<file path="config.mk">
export PLATFORM = sky130hd
export DESIGN_NAME = alu_seq
export DESIGN_NICKNAME = d
export VERILOG_FILES = /design/src/rtl/alu_pkg.sv /design/src/rtl/alu_core.sv /design/src/rtl/alu_seq.sv
export SDC_FILE = /design/constraint.sdc
export NUM_CORES = 1
export LEC_CHECK = 0
export ABC_AREA = 1
export BUFFER_PORTS_ARGS = -buffer_cell sky130_fd_sc_hd__buf_4
export CORE_MARGIN = 5
export CORE_UTILIZATION = 55
export CTS_CLUSTER_SIZE = 12
export DETAILED_ROUTE_END_ITERATION = 10
export GPL_TIMING_DRIVEN = 1
export PLACE_DENSITY = 0.91
export SKIP_CTS_REPAIR_TIMING = 1
export SLEW_MARGIN = 25
export SYNTH_ARGS = -nofsm -noshare
export SYNTH_HDL_FRONTEND = slang
export SYNTH_SLANG_ARGS = --single-unit
</file>
<file path="constraint.sdc">
create_clock -name clk -period 5.7 [get_ports clk]
set_input_delay 0.57 -clock clk [delete_from_list [all_inputs] [get_ports clk]]
set_output_delay 0.57 -clock clk [all_outputs]
set_load 0.03 [all_outputs]
</file>
<file path="src/rtl/alu_pkg.sv">
// Shared definitions for the alu_seq slice: function codes and flag bit positions.
// Saturating add is selected elsewhere by the ALU_SAT_EN macro.
package alu_pkg;

    typedef enum logic [1:0] {
        FN_AND  = 2'b00,
        FN_OR   = 2'b01,
        FN_NOTB = 2'b10,
        FN_ADD  = 2'b11
    } alu_fn_e;

    localparam int FLAG_Z = 0;
    localparam int FLAG_N = 1;
    localparam int FLAG_C = 2;
    localparam int FLAG_V = 3;

endpackage

</file>
<file path="src/rtl/alu_core.sv">
// Combinational ALU datapath: operand conditioning, function select and {V,C,N,Z} flags.
// Define ALU_SAT_EN to compile in saturating ADD (in_sat); otherwise ADD always wraps.
module alu_core
    import alu_pkg::*;
#(
    parameter int WIDTH = 8
) (
    input  logic [WIDTH-1:0] a_src_i,
    input  logic [WIDTH-1:0] b_i,
    input  logic [1:0]       f_i,
    input  logic             inva_i,
    input  logic             ena_i,
    input  logic             enb_i,
    input  logic             cin_i,
    input  logic             sat_i,
    output logic [WIDTH-1:0] result_o,
    output logic [3:0]       flags_o
);

    logic [WIDTH-1:0] a_eff;
    logic [WIDTH-1:0] b_eff;
    logic [WIDTH:0]   sum;
    logic             carry;
    logic             ovf;

`ifndef ALU_SAT_EN
    logic unused_sat;
    assign unused_sat = sat_i;
`endif

    always_comb begin
        a_eff    = (ena_i ? a_src_i : '0) ^ {WIDTH{inva_i}};
        b_eff    = enb_i ? b_i : '0;
        sum      = {1'b0, a_eff} + {1'b0, b_eff} + {{WIDTH{1'b0}}, cin_i};
        result_o = '0;
        carry    = 1'b0;
        ovf      = 1'b0;
        case (alu_fn_e'(f_i))
            FN_AND:  result_o = a_eff & b_eff;
            FN_OR:   result_o = a_eff | b_eff;
            FN_NOTB: result_o = ~b_eff;
            FN_ADD: begin
                result_o = sum[WIDTH-1:0];
                carry    = sum[WIDTH];
                // C and V always describe the raw sum, even when the result saturates
                ovf      = (a_eff[WIDTH-1] == b_eff[WIDTH-1]) &&
                           (sum[WIDTH-1] != a_eff[WIDTH-1]);
`ifdef ALU_SAT_EN
                if (sat_i && sum[WIDTH]) begin
                    result_o = '1;
                end
`endif
            end
            default: result_o = '0;
        endcase
    end

    always_comb begin
        flags_o         = '0;
        flags_o[FLAG_Z] = (result_o == '0);
        flags_o[FLAG_N] = result_o[WIDTH-1];
        flags_o[FLAG_C] = carry;
        flags_o[FLAG_V] = ovf;
    end

endmodule

</file>
<file path="src/rtl/alu_seq.sv">
// Valid/ready wrapped ALU with registered result/flags and an internal accumulator.
// Saturating ADD is available when built with ALU_SAT_EN; the port list does not change.
module alu_seq
    import alu_pkg::*;
#(
    parameter int WIDTH = 8
) (
    input  logic             clk,
    input  logic             rst_n,
    input  logic             in_valid,
    output logic             in_ready,
    input  logic [WIDTH-1:0] in_a,
    input  logic [WIDTH-1:0] in_b,
    input  logic [1:0]       in_f,
    input  logic             in_inva,
    input  logic             in_ena,
    input  logic             in_enb,
    input  logic             in_cin,
    input  logic             in_use_acc,
    input  logic             in_clr_acc,
    input  logic             in_sat,
    output logic             out_valid,
    input  logic             out_ready,
    output logic [WIDTH-1:0] out_result,
    output logic [3:0]       out_flags
);

    logic             out_valid_q;
    logic [WIDTH-1:0] out_result_q;
    logic [3:0]       out_flags_q;
    logic [WIDTH-1:0] acc_q;
    logic [WIDTH-1:0] acc_d;
    logic             accept;
    logic [WIDTH-1:0] a_src;
    logic [WIDTH-1:0] core_result;
    logic [3:0]       core_flags;

    assign in_ready = !out_valid_q || out_ready;
    assign accept   = in_valid && in_ready;
    // a_src reads the pre-clear accumulator, so clear and use_acc may coincide
    assign a_src    = in_use_acc ? acc_q : in_a;

    alu_core #(.WIDTH(WIDTH)) u_core (
        .a_src_i  (a_src),
        .b_i      (in_b),
        .f_i      (in_f),
        .inva_i   (in_inva),
        .ena_i    (in_ena),
        .enb_i    (in_enb),
        .cin_i    (in_cin),
        .sat_i    (in_sat),
        .result_o (core_result),
        .flags_o  (core_flags)
    );

    always_comb begin
        acc_d = acc_q;
        if (in_clr_acc) begin
            acc_d = '0;
        end else if (accept) begin
            acc_d = core_result;
        end
    end

    always_ff @(posedge clk or negedge rst_n) begin
        if (!rst_n) begin
            out_valid_q  <= 1'b0;
            out_result_q <= '0;
            out_flags_q  <= '0;
            acc_q        <= '0;
        end else begin
            acc_q <= acc_d;
            if (accept) begin
                out_valid_q  <= 1'b1;
                out_result_q <= core_result;
                out_flags_q  <= core_flags;
            end else if (out_ready) begin
                out_valid_q  <= 1'b0;
            end
        end
    end

    assign out_valid  = out_valid_q;
    assign out_result = out_result_q;
    assign out_flags  = out_flags_q;

endmodule

</file>
Word level (Yosys, flattened, before mapping)
Cells that the tools add are included.
{ "totals": {"ff_bits": 21, "latchBits": 0, "ram_bits": 0, "rom_bits": 0, "input_bits": 29, "out_inout_bits": 14, "elab_cells": 33, "n_memories": 0} }
{ "op_classes": {"addsub": 2, "mul": 0, "n_div": 0, "n_lt_le_gt_ge": 0, "eq_ne": 5, "n_shift": 0, "mux": 10, "bitwise": 4, "reduce_logical": 8} }
{ "ops": {"columns": ["operator", "n"], "rows": [
  ["$mux 8", 5],
  ["$pmux 8 s4", 1],
  ["$add 8x8->9", 1],
  ["$add 9x1->9", 1],
  ["$and 8x8->8", 1],
  ["$logic_not 8->1", 1],
  ["$not 8->8", 1],
  ["$or 8x8->8", 1],
  ["$xor 8x8->8", 1],
  ["$eq 2x2->1 const B", 2],
  ["$mux 1", 4],
  ["$reduce_bool 2->1", 2],
  ["$eq 2x1->1 const B", 1],
  ["$logic_and 1x1->1", 2],
  ["$logic_not 2->1", 1],
  ["$eq 1x1->1", 1],
  ["$logic_not 1->1", 1],
  ["$logic_or 1x1->1", 1],
  ["$ne 1x1->1", 1]
]} }

Depth between registers and ports, before layout
Gate-level depths: netlist of run 1.
{ "depth": {"depth_word": 8, "mapped_depth": 19, "ltp_nobuf": 18} }

Hierarchy
From an unflattened synthesis of run 1, not the netlist that was laid out.
{ "hier_totals": {"cells_unflattened": 311, "hier_area_um2": 2080.7} }
{ "modules_own_cells": {"columns": ["module", "instances", "cells_each", "area_each_um2"], "rows": [
  ["alu_core", 1, 193, 1066.0],
  ["alu_seq", 1, 118, 1014.7]
]} }

Least setup slack after synthesis of run 1
No wires, ideal clock.
{ "synth_timing": {"kind": "input port to flip-flop", "startpoint": "input in_use_acc", "endpoint": "register out_flags_q[0], in the netlist out_flags[0]", "setup_time_ns": 0.065, "t_arrival_ns": 2.791, "t_required_ns": 5.635, "path_slack_ns": 2.844, "stages": 17, "n_path_buf": 1, "path_cell_list": "buf_4 -> inv_1 -> o21ai_0 -> xor2_1 -> inv_1 -> fa_1 -> fa_1 -> inv_1 -> nand2_1 -> nand3_1 -> nor2_4 -> nand2_1 -> nor2_1 -> nand2_1 -> nor2_1 -> nand4_1 -> nand2_1"} }
{ "synth_between": {"elab_chain_cells": 7, "elab_cells_between_ends": 9} }
{ "synth_lines": {"columns": ["item", "line_no", "rtl"], "rows": [
  ["from (decl)", "alu_seq.sv:19", "input logic in_use_acc,"],
  ["$mux 8 *", "alu_seq.sv:41", "assign a_src = in_use_acc ? acc_q : in_a;"],
  ["$mux 8 *", "alu_core.sv:32", "a_eff = (ena_i ? a_src_i : '0) ^ {WIDTH{inva_i}};"],
  ["$xor 8x8->8 *", "alu_core.sv:32", null],
  ["$add 8x8->9", "alu_core.sv:34", "sum = {1'b0, a_eff} + {1'b0, b_eff} + {{WIDTH{1'b0}}, cin_i};"],
  ["$add 9x1->9", "alu_core.sv:34", null],
  ["$pmux 8 s4 *", "alu_core.sv:38", "case (alu_fn_e'(f_i))"],
  ["$logic_not 8->1 *", "alu_core.sv:60", "flags_o[FLAG_Z] = (result_o == '0);"],
  ["to (signal assigned)", "alu_seq.sv:76", "out_flags_q <= core_flags;"],
  ["to (decl)", "alu_seq.sv:30", "logic [3:0] out_flags_q;"]
]} }
Every way passes the cells marked *; elsewhere a longest branch is shown, timed or not.
A chain may end at the register's enable or synchronous reset.

Worst setup path after layout of run 1
Same ends and word-level chain as after synthesis.

==> results of run 1 <==
==> worst max path at each step <==
stage / end / slack (ps)
2_1_floorplan: out_flags[0] / 2840
3_3_place_gp: out_flags[0] / 2490
3_5_place_dp: out_flags[0] / 2460
4_1_cts: out_flags[0] / 2760
5_1_grt: out_flags[0] / 2560
6_report: out_flags[0] / 2760
==> layout make-up <==
cell class	instances	area, um^2
Clock buffer	3	22.5
Fill cell	294	1120
Inverter	41	154
Multi-Input combinational cell	197	1120
Sequential cell	20	500
Tap cell	46	57.6
Timing Repair Buffer	41	308
==> flip-flops by register name, indices dropped and copies added (netlist names) <==
name        cells
out_valid       1
acc_q           8
out_result      7
out_flags       4
==> power by group through the flow <==
stage          clock (mW)  sequential, mW  combinational, mW
2_1_floorplan           0           0.192              0.115
5_1_grt            0.0752           0.168              0.221
4_1_cts            0.0657           0.167              0.200
3_5_place_dp            0           0.169              0.199
3_3_place_gp            0           0.168              0.194
6_report           0.0656           0.167              0.200
==> per-layer routing <==
layer	up-vias	part of all wire (%)	global-route usage, %
li1	908	-	-
met1	809	43	26.1
met2	47	50	35.4
met3	6	5.9	4.43
met4	0	1.1	5.46
met5	-	0	0
==> metrics by stage <==
step	setup WS [ps]	instance area [um^2]	hold slack [ps]
2_1_floorplan	2840	1840	274
3_3_place_gp	2490	2140	454
3_5_place_dp	2460	2140	461
4_1_cts	2760	2170	132
5_1_grt	2560	2170	129
6_report	2760	2170	122
==> synthesized netlist by cell type, types with 2 or more instances <==
| library cell | n | area share [%] |
|---|---|---|
| a21oi_1 | 13 | 3.5 |
| buf_2 | 4 | 1.1 |
| buf_4 | 2 | 0.82 |
| buf_6 | 2 | 1.2 |
| dfrtp_1 | 20 | 27 |
| fa_1 | 2 | 2.2 |
| ha_1 | 16 | 11 |
| inv_1 | 37 | 7.5 |
| inv_2 | 3 | 0.61 |
| nand2_1 | 84 | 17 |
| nand3_1 | 19 | 5.2 |
| nand3b_1 | 3 | 1.2 |
| nand4_1 | 2 | 0.68 |
| nor2_1 | 11 | 2.2 |
| nor2_4 | 2 | 1.2 |
| o21a_1 | 8 | 3.3 |
| o21ai_0 | 18 | 4.9 |
| or2_2 | 3 | 1.0 |
| xor2_1 | 7 | 3.3 |
==> worst max-delay path: cells and delay by family <==
| kind | cells | cell delay [ps] |
|---|---|---|
| fa+ha+maj | 2 | 920 |
| simple gates | 9 | 840 |
| xor+xnor | 1 | 240 |
| compound gates | 1 | 220 |
| buf+inv | 4 | 420 |
==> cells by family after synthesis <==
group | count (synthesis)
simple gates | 127
buf+inv | 50
compound gates | 43
flops | 20
fa+ha+maj | 18
xor+xnor | 9
==> results_dict.tcl, run 1 <==
set metrics [dict create \
    outcome "finished, final reports clean" \
    clockBufferDepth 2 \
    hpwl_mm 3.58 \
    r2r-start "acc_q[0]" \
    port_buffers 41 \
    drc 0 \
    antenna_left 0 \
    power.switching_mw 0.174 \
    drive_above_1_share_pct 18.2 \
    drtPass1Iterations 4 \
    leakagePower_nw 1.23 \
    clkPwrFrac_pct 15.2 \
    fmax_ghz 0.340 \
    clk_pin_slew_ps 110 \
    synth_edf_count 0 \
    grt_pass1_vias 1665 \
    finalHoldViolations 0 \
    gr-usage-all-layers_pct 20.6 \
    fin_total_pwr_mw 0.432 \
    final_common_cell "nand2_1" \
    r2r-end "out_flags[0]" \
    cpPeakStageDelay_ps 500 \
    synth.yosys.seq_area_share_pct 27.2 \
    p_seq_share_pct 38.6 \
    cts_sinks 20 \
    crit_type "in2reg" \
    dieArea_um2 4600 \
    start_util_pct 56.0 \
    synth_cell_types 30 \
    numCtsBuffers 3 \
    synth.avg_cell_area_um2 6.89 \
    start_kind "input pin" \
    die_x_um 67.9 \
    diodes 0 \
    final-setup-viol-count 0 \
    cts_tree "yes" \
    path_common_cell "nand2_1" \
    crit_start "in_use_acc" \
    maxCapViolCount 0 \
    routed_via_density 5.09 \
    cp_max_fo 10 \
    syn_area_um2 1840 \
    final_cells 348 \
    synth-simple-area-share_pct 30.0 \
    cp-end-kind "register" \
    area_growth_pct 17.7 \
    finalClockSkew_ps 10.1 \
    num_rows 21 \
    cpMaxStageDelayCell "fa_1" \
    r2r_cells 15 \
    antenna_found_initial 0 \
    cp.arrival_ps 3190 \
    layout.nets 351 \
    yosysWarnings 0 \
    clockRootBuffer "clkbuf_4" \
    internal_power_mw 0.258 \
    drtIter0Drc 152 \
    synth_top_family_by_area "simple AND/OR/NAND/NOR gates" \
    slew_violations 0 \
    fp.coreArea_um2 3280 \
    avgRoutedWirePerCell_um 12.8 \
    pwr-share-comb_pct 46.2 \
    reg2reg_setup_slack_ps 2950 \
    die_h_um 67.9 \
    finish.utilization_pct 66.0 \
    routed_wl_mm 4.44 \
    postSynthCellCount 267 \
    synth_nets 314 \
    synth-main-ff-cell "dfrtp_1" \
    grt_pass1_wl_mm 7.23 \
    via_count 1770 \
    grt_overflow 0 \
    yosys.area_share.xor_xnor_pct 4.69 \
    cp_cell_sequence "buf_4 -> inv_1 -> o21ai_0 -> xor2_1 -> inv_1 -> fa_1 -> fa_1 -> inv_1 -> nand2_1 -> nand3_1 -> nor2_4 -> nand2_1 -> nor2_1 -> nand2_1 -> nor2_1 -> nand4_1 -> nand2_1" \
    fin_tns_setup_ps 0 \
    synth-adder-area-share_pct 13.1 \
    hp-class "in2async" \
    finalCriticalPeriod_ps 2940 \
    peakVddDrop_mv 0.159 \
    place_inst 345 \
    synthArstFlopShare_pct 100 \
    powerDensity_nw_per_um2 199 \
    swShare_pct 40.2 \
    relSlewSlack_pct 43.7 \
    layout_common_cells "nand2_1, buf_4, inv_1" \
    period_share_pct 51.6 \
    crit_required_ps 5950 \
    num_io_pins 43 \
    rsz0062_at_grt "false" \
    ys_seq_elements 20 \
    htree_levels 1 \
    muxShareOfSynthArea_pct 0 \
    synth_compound_area_share_pct 13.4 \
    grt_max_degree 21 \
    routabilityCongestion 0.888 \
    tightest_slew_ps 845 \
    clk_latency_ps 300 \
]
Power figures use the tool's default switching activity.
==> run 2: changes to the inputs <==
CORE_UTILIZATION = 49   (was 55)
PLACE_DENSITY = 0.87   (was 0.91)
clock period = 2.7 ns   (was 5.7 ns; I/O delays follow)
==> run 2 against run 1 <==
Compared with the run above: cell count grew 3.7%; first-iteration DRC count fell by 5.3%; hold slack gained 87 ps; flip-flop and latch count unchanged; count of clock-buffer cells in the layout rose by 1.
==> results_dict.tcl, run 2 (synthesis gave the netlist of run 1 again) <==
set metrics [dict create \
    drtIter0Drc 144 \
    final_common_cell "nand2_1" \
    routabilityCongestion 0.959 \
    layout_common_cells "nand2_1, buf_4, inv_1" \
    avgRoutedWirePerCell_um 13.2 \
    period_share_pct 95.1 \
    htree_levels 1 \
    grt_pass1_vias 1812 \
    numCtsBuffers 3 \
    grt_overflow 0 \
    via_count 1843 \
    largest_reg_flops 8 \
    cts_sinks 20 \
    powerDensity_nw_per_um2 448 \
    start_util_pct 50.3 \
    final_cells 361 \
    cts_tree "yes" \
    finalClockSkew_ps 8.13 \
    antenna_found_initial 0 \
    fp.coreArea_um2 3660 \
    cp_max_fo 2 \
    die_h_um 71.3 \
    outcome "finished, final reports clean" \
    antenna_left 0 \
    drtPass1Iterations 4 \
    routed_via_density 5.11 \
    r2r-start "acc_q[0]" \
    tightest_slew_ps 527 \
    hp-class "in2reg" \
    relSlewSlack_pct 64.6 \
    routed_wl_mm 4.77 \
    clk_latency_ps 260 \
    rsz0062_at_grt "true" \
    num_rows 22 \
    clockBufferDepth 2 \
    clk_pin_slew_ps 80 \
    start_kind "register" \
    grt_pass1_wl_mm 7.80 \
    crit_start "acc_q[0]" \
    maxCapViolCount 0 \
    num_io_pins 43 \
    port_buffers 41 \
    gr-usage-all-layers_pct 18.6 \
    peakVddDrop_mv 0.369 \
    largest-register "acc_q" \
    drc 0 \
    final-setup-viol-count 0 \
    area_growth_pct 25.1 \
    crit_type "reg2reg" \
    finalCriticalPeriod_ps 2570 \
    slew_violations 0 \
    dieArea_um2 5080 \
    fmax_ghz 0.389 \
    hpwl_mm 3.66 \
    crit_required_ps 2910 \
    place_inst 354 \
    layout.nets 361 \
    cp.arrival_ps 2770 \
    grt_max_degree 21 \
    cp-end-kind "register" \
    n_fill_cell 335 \
    finish.utilization_pct 62.9 \
    finalHoldViolations 0 \
    leakagePower_nw 1.29 \
    drive_above_1_share_pct 23.0 \
    worstHoldStart "in_valid" \
    clockRootBuffer "clkbuf_8" \
    diodes 0 \
    die_x_um 71.3 \
]
==> run 2: cell types whose count changed in the layout (fill, tap and decap cells not counted), sizes merged <==
| cell | delta |
|---|---|
| buf | +9 |
| clkbuf | +1 |
| dlygate4sd3 | +1 |
==> run 2: where the power goes <==
part           internal, mW  total [mW]  switching, mW
Clock                 0.130       0.233          0.103
Sequential            0.333       0.352         0.0189
Combinational         0.176       0.446          0.271
==> run 2: path summary, 6_finish.rpt <==
check | cells after the start | slack [ps] | to
max in group asynchronous | 2 | 2060 | out_result[0]
min | 3 | 210 | out_valid
min in group asynchronous | 2 | 420 | out_flags[3]
min reg2reg | 2 | 490 | out_result[2]
max reg2reg | 15 | 130 | out_flags[0]
max | 15 | 130 | out_flags[0]
==> run 2: worst max-delay path, cell delays in order (launching register included) <==
cell     delay, ps
dfrtp_1        390
o21ai_2        130
xor2_1         210
inv_1          110
fa_2           360
fa_1           500
inv_1           40
nand2_1         70
nand3_2        100
nor2_4         110
nand2_1         60
nor2_1          90
nand2_1         60
nor2_1         120
nand4_1        100
nand2_1         70
==> run 2: layer usage <==
metal	up-vias	track usage [%]	part of all wire [%]
met5	-	0	0
met1	829	24.0	40
met4	0	6.47	2.3
met3	12	3.93	7.5
li1	929	-	-
met2	73	30.9	50
==> run 2: layout make-up <==
cell class,count,area (um^2),area share [%]
Multi-Input combinational cell,197,1150,49.8
Clock buffer,4,55.1,2.39
Timing Repair Buffer,51,385,16.7
Tap cell,48,60.1,2.61
Inverter,41,154,6.68
Sequential cell,20,500,21.7
==> run 2: per-stage QoR <==
step | power (mW) | setup slack [ps] | cell area (um^2) | TNS, ps | hold WS, ps
2_1_floorplan | 0.647 | 144 | 1840 | 0 | -25.6
3_3_place_gp | 0.772 | -19.9 | 2200 | -19.9 | 158
3_5_place_dp | 0.788 | -81.8 | 2200 | -163 | 163
4_1_cts | 1.02 | -5.50 | 2250 | -5.50 | -124
5_1_grt | 1.11 | -67.4 | 2300 | -67.4 | 227
6_report | 1.03 | 132 | 2300 | 0 | 209
